## config.mk

```make
export PLATFORM = sky130hd
export DESIGN_NAME = chick_board_datapath
export DESIGN_NICKNAME = d
export VERILOG_FILES = /design/src/rtl/chick_pkg.sv /design/src/rtl/chick_lfsr8.sv /design/src/rtl/chick_board_datapath.sv
export SDC_FILE = /design/constraint.sdc
export NUM_CORES = 1
export LEC_CHECK = 0
export ABC_AREA = 1
export ABC_CLOCK_PERIOD_IN_PS = 4490
export BUFFER_PORTS_ARGS = -buffer_cell sky130_fd_sc_hd__buf_2
export CAP_MARGIN = 20
export CORE_MARGIN = 2
export CORE_UTILIZATION = 47
export DETAILED_ROUTE_END_ITERATION = 8
export PLACE_DENSITY_LB_ADDON = 0.1
export REMOVE_ABC_BUFFERS = 1
export SLEW_MARGIN = 10
export SYNTH_ARGS = -nofsm -noshare
export SYNTH_HDL_FRONTEND = slang
export SYNTH_SLANG_ARGS = --single-unit
```

## constraint.sdc

```tcl
create_clock -name CLK -period 4.49 [get_ports CLK]
set_input_delay 0.2245 -clock CLK [delete_from_list [all_inputs] [get_ports CLK]]
set_output_delay 0.2245 -clock CLK [all_outputs]
set_load 0.02 [all_outputs]
```

## src/rtl/chick_pkg.sv

```systemverilog
// Shared types and defaults for the Chicken Cha-Cha-Cha board datapath.
package chick_pkg;

  typedef enum logic [1:0] {
    INIT = 2'd0,
    PLAY = 2'd1,
    DONE = 2'd2
  } state_t;

  localparam int         N_TILES_DEF   = 16;
  localparam int         PIC_W_DEF     = 3;
  localparam int         POS_W_DEF     = 4;
  localparam logic [7:0] LFSR_SEED_DEF = 8'hA5;
  // Taps 8,6,5,4 expressed as bit positions 7,5,4,3.
  localparam logic [7:0] LFSR_TAPS     = 8'hB8;

endpackage

```

## src/rtl/chick_lfsr8.sv

```systemverilog
// Free-running 8-bit Fibonacci LFSR; exposes only the low OUT_W bits as a picture id.
module chick_lfsr8
  import chick_pkg::*;
#(
  parameter logic [7:0] SEED  = LFSR_SEED_DEF,
  parameter int         OUT_W = PIC_W_DEF
) (
  input  logic             clk,
  input  logic             rst_n,
  output logic [OUT_W-1:0] pic
);

  logic [7:0] state_reg;

  always_ff @(posedge clk or negedge rst_n) begin
    if (!rst_n) begin
      state_reg <= SEED;
    end else begin
      state_reg <= {state_reg[6:0], ^(state_reg & LFSR_TAPS)};
    end
  end

  assign pic = state_reg[OUT_W-1:0];

endmodule

```

## src/rtl/chick_board_datapath.sv

```systemverilog
// Board side of the game: fills the tile RAM from the LFSR, tracks the chicken,
// and answers the control FSM with c (ready), go (card matches) and win.
module chick_board_datapath
  import chick_pkg::*;
#(
  parameter int         N_TILES   = N_TILES_DEF,
  parameter int         PIC_W     = PIC_W_DEF,
  parameter int         POS_W     = POS_W_DEF,
  parameter logic [7:0] LFSR_SEED = chick_pkg::LFSR_SEED_DEF
) (
  input  logic             CLK,
  input  logic             RST_N,
  input  logic             A,
  input  logic             B,
  input  logic [PIC_W-1:0] sel,
  input  logic             new_game,
  output logic             c,
  output logic             go,
  output logic             win,
  output logic [POS_W-1:0] pos,
  output logic [PIC_W-1:0] show_idx,
  output logic             show_vld
);

  localparam logic [POS_W-1:0] GOAL = POS_W'(N_TILES - 1);
  localparam logic [POS_W-1:0] ONE  = POS_W'(1);

  state_t           state;
  logic [POS_W-1:0] idx;
  logic [PIC_W-1:0] lfsr_pic;
  logic [PIC_W-1:0] sel_meta;
  logic [PIC_W-1:0] sel_s;
  logic             a_prev;
  logic             b_prev;
  logic [PIC_W-1:0] tile [N_TILES];

  wire              a_rise = A & ~a_prev;
  wire              b_rise = B & ~b_prev;
  // Clamp the look-ahead index so it never leaves the array at the goal tile.
  wire [POS_W-1:0]  ahead  = (pos < GOAL) ? pos + ONE : GOAL;
  wire              init_wr = (state == INIT) && !new_game;

  chick_lfsr8 #(
    .SEED  (LFSR_SEED),
    .OUT_W (PIC_W)
  ) u_lfsr (
    .clk   (CLK),
    .rst_n (RST_N),
    .pic   (lfsr_pic)
  );

  always_ff @(posedge CLK) begin
    if (init_wr) begin
      tile[idx] <= lfsr_pic;
    end
  end

  always_ff @(posedge CLK or negedge RST_N) begin
    if (!RST_N) begin
      state    <= INIT;
      idx      <= '0;
      pos      <= '0;
      c        <= 1'b0;
      go       <= 1'b0;
      win      <= 1'b0;
      show_idx <= '0;
      show_vld <= 1'b0;
      sel_meta <= '0;
      sel_s    <= '0;
      a_prev   <= 1'b0;
      b_prev   <= 1'b0;
    end else begin
      sel_meta <= sel;
      sel_s    <= sel_meta;
      a_prev   <= A;
      b_prev   <= B;
      if (new_game) begin
        state    <= INIT;
        idx      <= '0;
        pos      <= '0;
        c        <= 1'b0;
        go       <= 1'b0;
        win      <= 1'b0;
        show_vld <= 1'b0;
      end else begin
        go  <= (state == PLAY) && (pos < GOAL) && (tile[ahead] == sel_s);
        win <= ((state == PLAY) && (pos == GOAL - ONE)) || (state == DONE);
        case (state)
          INIT: begin
            idx <= idx + ONE;
            if (idx == GOAL) begin
              state <= PLAY;
              c     <= 1'b1;
            end else begin
              c     <= 1'b0;
            end
          end
          PLAY: begin
            c <= 1'b1;
            if (b_rise && (pos < GOAL)) begin
              pos <= pos + ONE;
              if (pos + ONE == GOAL) begin
                state <= DONE;
              end
            end
          end
          DONE: begin
            c   <= 1'b1;
            pos <= GOAL;
          end
          default: begin
            state <= INIT;
            c     <= 1'b0;
          end
        endcase
        if (a_rise && (state != INIT)) begin
          show_idx <= sel_s;
          show_vld <= 1'b1;
        end
      end
    end
  end

endmodule

```

==> results of run 1 <==
-- worst max-delay path by stage --
stage / slack [ps] / endpoint / start / cells past startpoint
CTS: 1790 / go / pos[0] / 12
detailed placement: 1830 / go / pos[0] / 12
floorplan: 2160 / go / pos[0] / 12
global placement: 1830 / go / pos[0] / 12
global route: 1460 / go / pos[0] / 12
finish: 1750 / go / pos[0] / 12
-- power groups by stage --
stage | clock (mW) | combinational (mW) | sequential (mW)
finish | 0.508 | 0.799 | 0.946
global route | 0.553 | 0.912 | 0.957
CTS | 0.519 | 0.799 | 0.945
detailed placement | 0 | 0.792 | 0.961
global placement | 0 | 0.790 | 0.959
floorplan | 0 | 0.546 | 0.989
-- cell usage in the layout (no fill, tap or decap), drive strengths merged, types with 4 or more instances in the layout --
| cell | instances |
|---|---|
| nand3 | 51 |
| clkbuf | 12 |
| a21oi | 8 |
| edfxtp | 48 |
| ha | 12 |
| nand2 | 78 |
| dfrtp | 29 |
| nand3b | 6 |
| o21ai | 9 |
| nor2 | 35 |
| o22ai | 5 |
| dlygate4sd3 | 6 |
| clkinv | 4 |
| inv | 41 |
| buf | 18 |
| dfstp | 4 |
-- cells by family (layout without fill, tap and decap cells) --
| group | count (synthesis) | after routing | synth area share [%] |
|---|---|---|---|
| AND/OR/NAND/NOR | 174 | 174 | 21.9 |
| flip-flops | 81 | 81 | 63.5 |
| buffers and inverters | 49 | 82 | 5.80 |
| AO/OA/AOI/OAI | 24 | 24 | 3.67 |
| adder cells (fa/ha/maj) | 12 | 12 | 4.19 |
| XOR/XNOR | 4 | 4 | 0.979 |
-- area by class of cell --
cell class | count | area, um^2 | share of cell area, %
multi-input cells | 214 | 1100 | 27.5
flip-flops and latches | 81 | 2270 | 56.9
clock inverters | 4 | 25.0 | 0.626
clock buffers | 12 | 166 | 4.17
well taps | 99 | 124 | 3.10
repair buffers | 24 | 150 | 3.76
inverters | 42 | 158 | 3.95
-- metrics by stage --
step	worst slack (ps)	hold WS, ps	instances	instance area (um^2)	power (mW)
after detailed placement	1830	319	454	3740	1.75
after floorplan	2160	-71.1	337	3530	1.53
after global routing	1460	137	476	4000	2.42
after global placement	1830	317	454	3740	1.75
after CTS	1790	123	476	4000	2.26
final	1750	132	476	4000	2.25
-- metal layers --
layer | GRT usage (%) | part of all wire (%)
met1 | 27.1 | 48
met2 | 27.3 | 45
met3 | 5.48 | 5.2
met4 | 7.70 | 2.0
met5 | 0 | 0
==> metrics, run 1 <==
status finished clean; placement row count 31; Post-synth EDFFs 48; Seq/Total Area, Yosys 63.5%; CTS Hold Bufs 6; placed wire-length estimate 5040 um; FF-to-FF Start pos[0]; RSZ-0062 raised after global routing no; filler cell count 631; Starting Density 48.8%; First-pass DRT Iterations 5; Worst Setup Path Type flip-flop to flip-flop; htree depth 3; share of cells above drive strength 1 11.4%; DRT antenna net count 0; via count 2409; Remaining DRCs 0; cell depth of the worst hold path 2; Pint 1.37 mW; Clock Skew 9.81 ps; reg-to-reg slack, setup 1750 ps; slowest stage delay, CP 900 ps; Clock Path Buffers 2; Mean Syn Cell Area 10.4 um^2; largest delay contributor family on the critical path flip-flops; Initial DRC Count 212; final hold vios 0; Top FF cell, synth edfxtp_1; register bit total from synthesis 81; Crit path top cell by count nand2_1; die height 91.3 um; CTS Buf Count 9; worst-skew pair later-pin latency 360 ps; Final Cycle Share 61.0%; Worst Path Required 4780 ps; Peak VDD IR 0.000240 V; Reg clk slew, reported paths 80 ps; crit path launch type flip-flop; Clock power frac 22.5%; gr usage total 19.0%; vias per cell 5.06; Lkg Pwr 1.76 nW; number of global-route vias before repair 2273; Die Wd 91.3 um; Placer Congestion 0.858; Synth area leaders edfxtp_1 40%, dfrtp_1 20%, nand2_1 7.9%; Synth top area share 40.3%; Final min period 2740 ps; Final nets 392; initial antenna violation count 0; # port buffers 18; Comb power frac 35.5%; min-delay src new_game; Largest register FFs 48; cell area after synthesis 0.00358 mm^2; Slew HR 43.5%; antenna cells 0; clk root buf clkbuf_8; switching share of power 39.0%; Power Dens Cells 564 mW/mm^2; Die ar. 0.00833 mm^2; Hold Path Sink c; Synth top cells by count 75 x nand2_1, 50 x nand3_1, 48 x edfxtp_1; largest net degree at the start of global routing 34; CTS tree built; fmax 365 MHz; worst-path cell chain inv_1, ha_1, inv_1, a21oi_1, nand2_1, nand2_1, nand2_1, nand3_1, nand2_1, nand2_1, nand3_1, nor2_1; wire length per cell 15.0 um; final setup vio count 0; Area growth, synth to finish 11.6%; Cells after Synth 344; Final Slew Violations 0; crit end category flip-flop; Routed WL 7150 um; most numerous cell in the Yosys netlist nand2_1; Worst Path Buf+Inv 2; worst r2r dst go; post-CTS resize count 0; critical-path maximum fanout 25; # IOs 19; Switch Pwr 0.879 mW; Distinct cells, synth 27; class of the worst hold path input port to flip-flop; final core area utilization 54.5%; Synth area leader edfxtp_1; global route overflow 0; first-pass GRT wire length 11800 um; synthesis warning total 0; Worst Tran Pin Value 848 ps; CP max stage cell dfrtp_1; CTS sink cnt 81; total core area 0.00733 mm^2; Setup Buffers After CTS 0; Worst Reg-to-Reg Cells 12; max cap viols 0; TNS Setup 0 ps; ys async rst share 40.7%; Worst Path Arrival 3030 ps; Reg power frac 42.0%
(Power assumes the default switching activity.)
==> run 2: changes to the inputs <==
--- a/config.mk
+++ b/config.mk
@@ -6,7 +6,7 @@
 export NUM_CORES = 1
 export LEC_CHECK = 0
 export ABC_AREA = 1
-export ABC_CLOCK_PERIOD_IN_PS = 4490
+export ABC_CLOCK_PERIOD_IN_PS = 2500
 export BUFFER_PORTS_ARGS = -buffer_cell sky130_fd_sc_hd__buf_2
 export CAP_MARGIN = 20
 export CORE_MARGIN = 2
==> constraint.sdc (replaced) <==
create_clock -name CLK -period 2.5 [get_ports CLK]
set_input_delay 0.125 -clock CLK [delete_from_list [all_inputs] [get_ports CLK]]
set_output_delay 0.125 -clock CLK [all_outputs]
set_load 0.02 [all_outputs]
==> run 2 against run 1 <==
Net effect: clock skew grew 2.3 ps; non-clock buffer count is 3 higher; flip-flop and latch count is the same; wire length up 2.5%; largest cell class unchanged; worst setup slack got worse by 1300 ps; first-iteration DRC count fell by 22%; cell count grew 0.63%; combinational power up 95%; sequential share of layout area fell by 0.21 points; critical path depth rose by 1; die area unchanged; global-route usage grew 0.13 points; largest power group unchanged.
==> metrics, run 2 (synthesis gave the netlist of run 1 again) <==
DRT antenna net count 0; first-pass GRT wire length 12000 um; TNS Setup 0 ps; initial antenna violation count 0; final hold vios 0; CTS Buf Count 9; clk root buf clkbuf_8; FF-to-FF Start pos[1]; Clock Path Buffers 2; Remaining DRCs 0; met2 Use GR 29.3%; Worst Tran Pin Value 681 ps; crit path launch type flip-flop; Worst Setup Path Type flip-flop to flip-flop; die height 91.3 um; # port buffers 18; Clock Skew 12.1 ps; antenna cells 0; Largest register FFs 48; First-pass DRT Iterations 4; Worst Path Arrival 2330 ps; max cap viols 0; filler cell count 639; Final nets 395; worst-skew pair later-pin latency 340 ps; Final Slew Violations 0; via count 2440; Hold Worst Slack 48.8 ps; worst r2r dst go; Worst Path Required 2780 ps; total core area 0.00733 mm^2; Initial DRC Count 165; Area growth, synth to finish 12.0%; RSZ-0062 raised after global routing no; CTS sink cnt 81; placement row count 31; gr usage total 19.1%; reg-to-reg slack, setup 450 ps; Routed WL 7330 um; Slew HR 54.6%; Reg clk slew, reported paths 80 ps; CTS tree built; Final Cycle Share 81.9%; wire length per cell 15.3 um; critical-path maximum fanout 14; DP Area 0.00377 mm^2; vias per cell 5.09; share of cells above drive strength 1 11.8%; htree depth 3; # IOs 19; commonest cells after routing, fill and taps aside 75 x nand2_1, 50 x nand3_1, 48 x edfxtp_1; Power Dens Cells 1020 mW/mm^2; status finished clean; global route overflow 0; Final min period 2050 ps; Die ar. 0.00833 mm^2; Hold Path Sink c; Setup Buffers After CTS 0; Worst Reg-to-Reg Cells 13; GR met3 Demand/Resource 4.23%; commonest non-fill, non-tap cell in the layout nand2_1; Starting Density 48.8%; Peak VDD IR 0.000425 V; placed wire-length estimate 5130 um; met1 usage 26.1%; min-delay src new_game; class of the worst hold path input port to flip-flop; cell depth of the worst hold path 2; design area 0.00401 mm^2; Lkg Pwr 1.78 nW; final setup vio count 0; Placer Congestion 0.858; final core area utilization 54.7%; busiest layer in global routing met2; crit end category flip-flop; Die Wd 91.3 um; number of global-route vias before repair 2420; fmax 488 MHz; largest net degree at the start of global routing 34
## run 2: changes by cell type in the layout (fill, tap and decap cells not counted)
| cell | delta |
|---|---|
| buf_4 | +3 |
| clkbuf_1 | +2 |
| clkinv_1 | -1 |
| clkinv_2 | +1 |
| clkinv_4 | -1 |
| clkinvlp_4 | -1 |
## run 2: layer usage
metal | wire length [um] | share of wire [%]
met3 | 338 | 4.6
met1 | 3420 | 47
met2 | 3460 | 47
met5 | 0 | 0
met4 | 112 | 1.5
## run 2: per-stage QoR
stage	cells	worst slack (ps)	power, mW
after detailed placement	457	511	3.22
after CTS	479	480	4.10
after global routing	479	269	4.37
final	479	453	4.09
after global placement	457	574	3.20
after floorplan	337	171	2.76
## run 2: cell type report
| cell class | instances | area (um^2) | share of cell area (%) |
|---|---|---|---|
| sequential | 81 | 2270 | 56.7 |
| tap | 99 | 124 | 3.09 |
| clock inverter | 2 | 10.0 | 0.250 |
| inverter | 42 | 158 | 3.93 |
| multi-input combinational | 214 | 1100 | 27.4 |
| clock buffer | 14 | 174 | 4.34 |
| timing repair buffer | 27 | 173 | 4.31 |
## run 2: what timing repair did
action	CTS	global route
hold endpoints to repair	34	0
hold buffers	6	0
gates resized for setup	0	0
## run 2: where the power goes
group          internal (mW)  switching [mW]
Combinational          0.498            1.06
Sequential              1.54           0.109
Clock                  0.447           0.426
## run 2: worst max path at each step
stage	startpoint	endpoint	slack [ps]	cells past startpoint
finish	pos[1]	go	450	13
global route	pos[1]	go	270	13
CTS	pos[1]	go	480	13
detailed placement	pos[1]	go	510	13
global placement	pos[1]	go	570	13
floorplan	pos[0]	go	170	12
## run 2: worst max-delay path: stages, from the launching register on
cell and delay (ps):
dfrtp_1 450, ha_1 300, nand3_4 190, nand2_4 200
inv_1 160, nand2_1 100, nand2_1 70, nand3_1 70
nand3_1 130, nand3_1 110, nand2_1 50, inv_1 50
nand2_1 40, nor2_1 70
